### src/rtl/beta_pkg.sv
// Shared types and constants for the Bourbon pipeline.
package beta_pkg;

    localparam int unsigned INSTR_WIDTH = 32;

    // addi x0, x0, 0: what the if-to-dec pipe holds when nothing has been fetched
    localparam logic [INSTR_WIDTH-1:0] NOP_INSTR = 32'h0000_0013;

    typedef enum logic [1:0] {
        IDLE = 2'd0,
        REQ  = 2'd1,
        WAIT = 2'd2
    } ifs_state_t;

endpackage : beta_pkg

### src/rtl/beta_fetch_stage.sv
// Instruction fetch stage: takes fetch-enable pulses from the control unit,
// issues one imem request/grant/valid transaction per pulse and registers
// the returned instruction with its PC. A redirect reloads the PC and
// drops any response that belongs to the old path.
module beta_fetch_stage
    import beta_pkg::*;
#(
    parameter int unsigned             DataWidth = 32,
    parameter logic [DataWidth-1:0]    BootAddr  = '0
) (
    input  logic                       clk_i,
    input  logic                       rst_i,

    input  logic                       ifs_fetch_en_i,
    output logic                       ifs_busy_o,

    output logic                       imem_req_o,
    output logic [DataWidth-1:0]       imem_addr_o,
    input  logic                       imem_gnt_i,
    input  logic                       imem_rvalid_i,
    input  logic [INSTR_WIDTH-1:0]     imem_rdata_i,

    input  logic                       ifs_redirect_i,
    input  logic [DataWidth-1:0]       ifs_redirect_addr_i,

    output logic [INSTR_WIDTH-1:0]     ifs_instr_o,
    output logic [DataWidth-1:0]       ifs_pc_o,
    output logic                       ifs_valid_o
);

    ifs_state_t                 state_q, state_d;
    logic [DataWidth-1:0]       pc_q, pc_d;
    logic                       discard_q, discard_d;
    logic                       capture_c;
    logic [DataWidth-1:0]       redirect_pc_c;

    logic                       req_q;
    logic                       busy_q;
    logic [INSTR_WIDTH-1:0]     instr_q;
    logic [DataWidth-1:0]       pc_out_q;
    logic                       valid_q;

    // Redirect target forced onto a word boundary
    assign redirect_pc_c = ifs_redirect_addr_i & ~DataWidth'(3);

    // Next-state, PC and discard-flag logic; redirect overrides the increment
    always_comb begin
        state_d   = state_q;
        pc_d      = pc_q;
        discard_d = discard_q;
        capture_c = 1'b0;

        case (state_q)
            IDLE: begin
                if (ifs_fetch_en_i) begin
                    state_d = REQ;
                end
            end
            REQ: begin
                if (imem_gnt_i) begin
                    state_d   = WAIT;
                    discard_d = ifs_redirect_i;
                end
            end
            WAIT: begin
                if (imem_rvalid_i) begin
                    if (discard_q || ifs_redirect_i) begin
                        // stale response: refetch at the new PC, stay busy
                        state_d   = REQ;
                        discard_d = 1'b0;
                    end else begin
                        capture_c = 1'b1;
                        state_d   = IDLE;
                        pc_d      = pc_q + DataWidth'(4);
                    end
                end else if (ifs_redirect_i) begin
                    discard_d = 1'b1;
                end
            end
            default: begin
                state_d   = IDLE;
                discard_d = 1'b0;
            end
        endcase

        if (ifs_redirect_i) begin
            pc_d = redirect_pc_c;
        end
    end

    // Control state; req/busy are registered copies of the next-state decode
    always_ff @(posedge clk_i or posedge rst_i) begin
        if (rst_i) begin
            state_q   <= IDLE;
            pc_q      <= BootAddr;
            discard_q <= 1'b0;
            req_q     <= 1'b0;
            busy_q    <= 1'b0;
        end else begin
            state_q   <= state_d;
            pc_q      <= pc_d;
            discard_q <= discard_d;
            req_q     <= (state_d == REQ);
            busy_q    <= (state_d != IDLE);
        end
    end

    // if-to-dec output registers: load on capture, invalidate on redirect
    always_ff @(posedge clk_i or posedge rst_i) begin
        if (rst_i) begin
            instr_q  <= NOP_INSTR;
            pc_out_q <= BootAddr;
            valid_q  <= 1'b0;
        end else if (capture_c) begin
            instr_q  <= imem_rdata_i;
            pc_out_q <= pc_q;
            valid_q  <= 1'b1;
        end else if (ifs_redirect_i) begin
            valid_q  <= 1'b0;
        end
    end

    assign ifs_busy_o  = busy_q;
    assign imem_req_o  = req_q;
    assign imem_addr_o = pc_q;
    assign ifs_instr_o = instr_q;
    assign ifs_pc_o    = pc_out_q;
    assign ifs_valid_o = valid_q;

endmodule : beta_fetch_stage

### config.mk
export PLATFORM = sky130hd
export DESIGN_NAME = beta_fetch_stage
export DESIGN_NICKNAME = d
export VERILOG_FILES = /design/src/rtl/beta_pkg.sv /design/src/rtl/beta_fetch_stage.sv
export SDC_FILE = /design/constraint.sdc
export NUM_CORES = 1
export LEC_CHECK = 0
export ABC_CLOCK_PERIOD_IN_PS = 6900
export CAP_MARGIN = 5
export CORE_MARGIN = 3
export CORE_UTILIZATION = 25
export DETAILED_ROUTE_END_ITERATION = 16
export PLACE_DENSITY = 0.61
export SYNTH_ARGS = -nofsm -noshare
export SYNTH_HDL_FRONTEND = slang
export SYNTH_SLANG_ARGS = --single-unit
### constraint.sdc
create_clock -name clk_i -period 6.9 [get_ports clk_i]
set_input_delay 1.38 -clock clk_i [delete_from_list [all_inputs] [get_ports clk_i]]
set_output_delay 1.38 -clock clk_i [all_outputs]
set_load 0.005 [all_outputs]
==> out/results.ini <==
[worst_setup_path]
crit_family = buffers and inverters
path_buf_inv = 3
slowest_stage = buf_4
start_kind = input port
required_ns = 7.11
cp_max_fo = 64
path_common_cell = buf_4
crit_path_cell_trace = buf_2, buf_4, nand2b_4, or3_2, buf_4, nor3_1, a22o_1, o21bai_1
slowest_delay_ns = 0.58
path_class = in -> reg
crit_path_end_kind = register
arrival_ns = 3.68

[timing]
fin_crit_sh_pct = 50.3
fin_tns_setup_ns = 0
relSlewSlack_pct = 35.4
setup_viol = 0
rsz0062_at_grt = false
drv_slew = 0
fin_skew_ns = 0.00917
min_period_ns = 3.47
fmax_ghz = 0.288
worst_pin_slew_ns = 0.969
hold_viol = 0

[grt]
grt_pass1_wl_um = 21700
grt_max_degree = 72
grt-ovfl-total = 0
antenna_found_initial = 0
grt_pass1_vias = 3949
grt_usage_pct = 14.0

[yosys]
ys_warn_count = 0
syn_avg_cell_area_um2 = 8.90
ys.flop_type = dfrtp_1
ys_ff_latch = 98
synthCells = 499
synth.cell_area_um2 = 4440
async_flop_share_pct = 100
ys_seq_area_share_pct = 55.3
synth_edf_count = 0
synth_cell_types = 38

[clock_network]
cts.clk_slew.worst_paths_ns = 0.07
root_buffer = clkbuf_16
cts_tree = done
cts_resized = 0
hold_buffers = 0
postCtsSetupBuffers = 0
htree_levels = 3
insertion_delay_ns = 0.35
clockBufferDepth = 2
clkSinkCount = 98
numCtsBuffers = 9

[power]
power_density_nw_per_um2 = 312
vdd_drop_max_mv = 0.112
finalPower_w = 0.00205
p_leak_nw = 2.97

[place]
portBuffers = 162
dp_hpwl_um = 9190
gp_congestion = 0.732

[die]
io_pins = 169
initial_utilization_pct = 25.6
die_y_um = 139
std_cell_rows = 48
dieWidth_um = 139
core_um2 = 17400
die-area_um2 = 19400

[detailed_routing]
drt.antenna.violating_nets = 0
vias = 3865
routedWlPerCell_um = 15.2
drc_errors = 0
vias_per_cell = 4.37
dr.pass1.iters = 4
drtIter0Drc = 161
routed_wl_um = 13400

[min_path]
min_path_type = reg -> reg

[finish]
area_growth_pct = 47.9
layout-drive-gt1-share_pct = 5.01
num-nets-final = 730
diodes = 0

[status]
status = finished clean

[flow_run]
maxCapViolCount = 0

[layout make-up]
type / instances / area [µm²]
tap: 225 / 282
sequential: 98 / 2460
timing repair buffer: 167 / 1650
inverter: 11 / 43.8
clock buffer: 12 / 236
fill: 1799 / 10800
multi-input combinational: 367 / 1840
clock inverter: 4 / 51.3
[state kept, by name, indices dropped and copies added, names as in the netlist]
register / cells
discard_q: 1
ifs_busy_o: 1
ifs_instr_o: 32
ifs_pc_o: 30
ifs_valid_o: 1
imem_addr_o: 30
imem_req_o: 1
state_q: 2
[routing by layer]
layer  share of wire (%)  wire, µm  GRT usage (%)
met1                  44      5870           17.6
met2                  50      6690           23.8
met3                 5.1       682           3.57
met4                 1.2       161           4.27
met5                   0         0              0
[final timing paths]
| path | cells past startpoint | to | startpoint | slack (ns) |
|---|---|---|---|---|
| max | 8 | imem_addr_o[21] | ifs_redirect_i | 3.43 |
| min | 2 | ifs_instr_o[0] | ifs_instr_o[0] | 0.46 |
| max reg2reg | 8 | imem_addr_o[21] | state_q[0] | 4.34 |
| min reg2reg | 2 | ifs_instr_o[0] | ifs_instr_o[0] | 0.46 |
| max in group asynchronous | 3 | ifs_instr_o[31] | rst_i | 4.24 |
| min in group asynchronous | 2 | ifs_instr_o[19] | rst_i | 1.36 |
[logic make-up (layout without fill, tap and decap cells)]
family	Yosys count	after routing	synth area share, %
compound gates	47	47	6.20
xor+xnor	23	23	4.54
fa+ha+maj	6	6	1.69
buf+inv	37	194	3.61
flops	98	98	55.3
mux	1	1	0.225
other cells	1	4	0.0844
simple gates	286	286	28.3
[Yosys cell counts, drive strengths merged, types with 5 or more instances]
cell,count,share of area (%)
nor3,9,1.2
xor2,18,3.6
nand3,19,2.3
nand2,218,18
and3,5,0.70
nor2,9,0.76
o21ai,32,3.6
nand4,12,2.0
ha,6,1.7
xnor2,5,0.99
inv,11,0.93
clkbuf,17,1.4
buf,9,1.2
a21oi,5,0.56
dfrtp,95,54
[worst min-delay path: cells and delay by family, from the launching register on]
family,cells,cell delay [ns]
flip-flops,1,0.37
AND/OR/NAND/NOR,2,0.09
[power breakdown]
part           leakage [nW]  switching [W]  internal, W  total [W]
clock                 0.137       0.000226     0.000283   0.000508
sequential             1.25       0.000116     0.000752   0.000868
combinational          1.58       0.000264     0.000408   0.000672
[per-stage QoR]
stage	hold WS (ns)	instances	utilization, %	cell area, µm²	setup WS [ns]
2_1_floorplan	0.448	502	-	4450	2.96
3_3_place_gp	0.448	868	36.2	6280	3.05
3_5_place_dp	0.450	868	36.2	6280	3.02
4_1_cts	0.462	884	37.8	6570	3.40
5_1_grt	0.490	884	37.8	6570	3.21
6_report	0.458	884	37.8	6570	3.43
[cell usage in the layout, fill, tap and decap left out, types with 9 or more instances in the layout]
| master | count |
|---|---|
| nor2_1 | 9 |
| inv_1 | 10 |
| nand3_1 | 18 |
| nand4_1 | 11 |
| dfrtp_1 | 95 |
| nand2_1 | 218 |
| clkdlybuf4s50_1 | 161 |
| o21ai_0 | 32 |
| xor2_1 | 18 |
| clkbuf_16 | 9 |
Power figures use the tool's default switching activity.
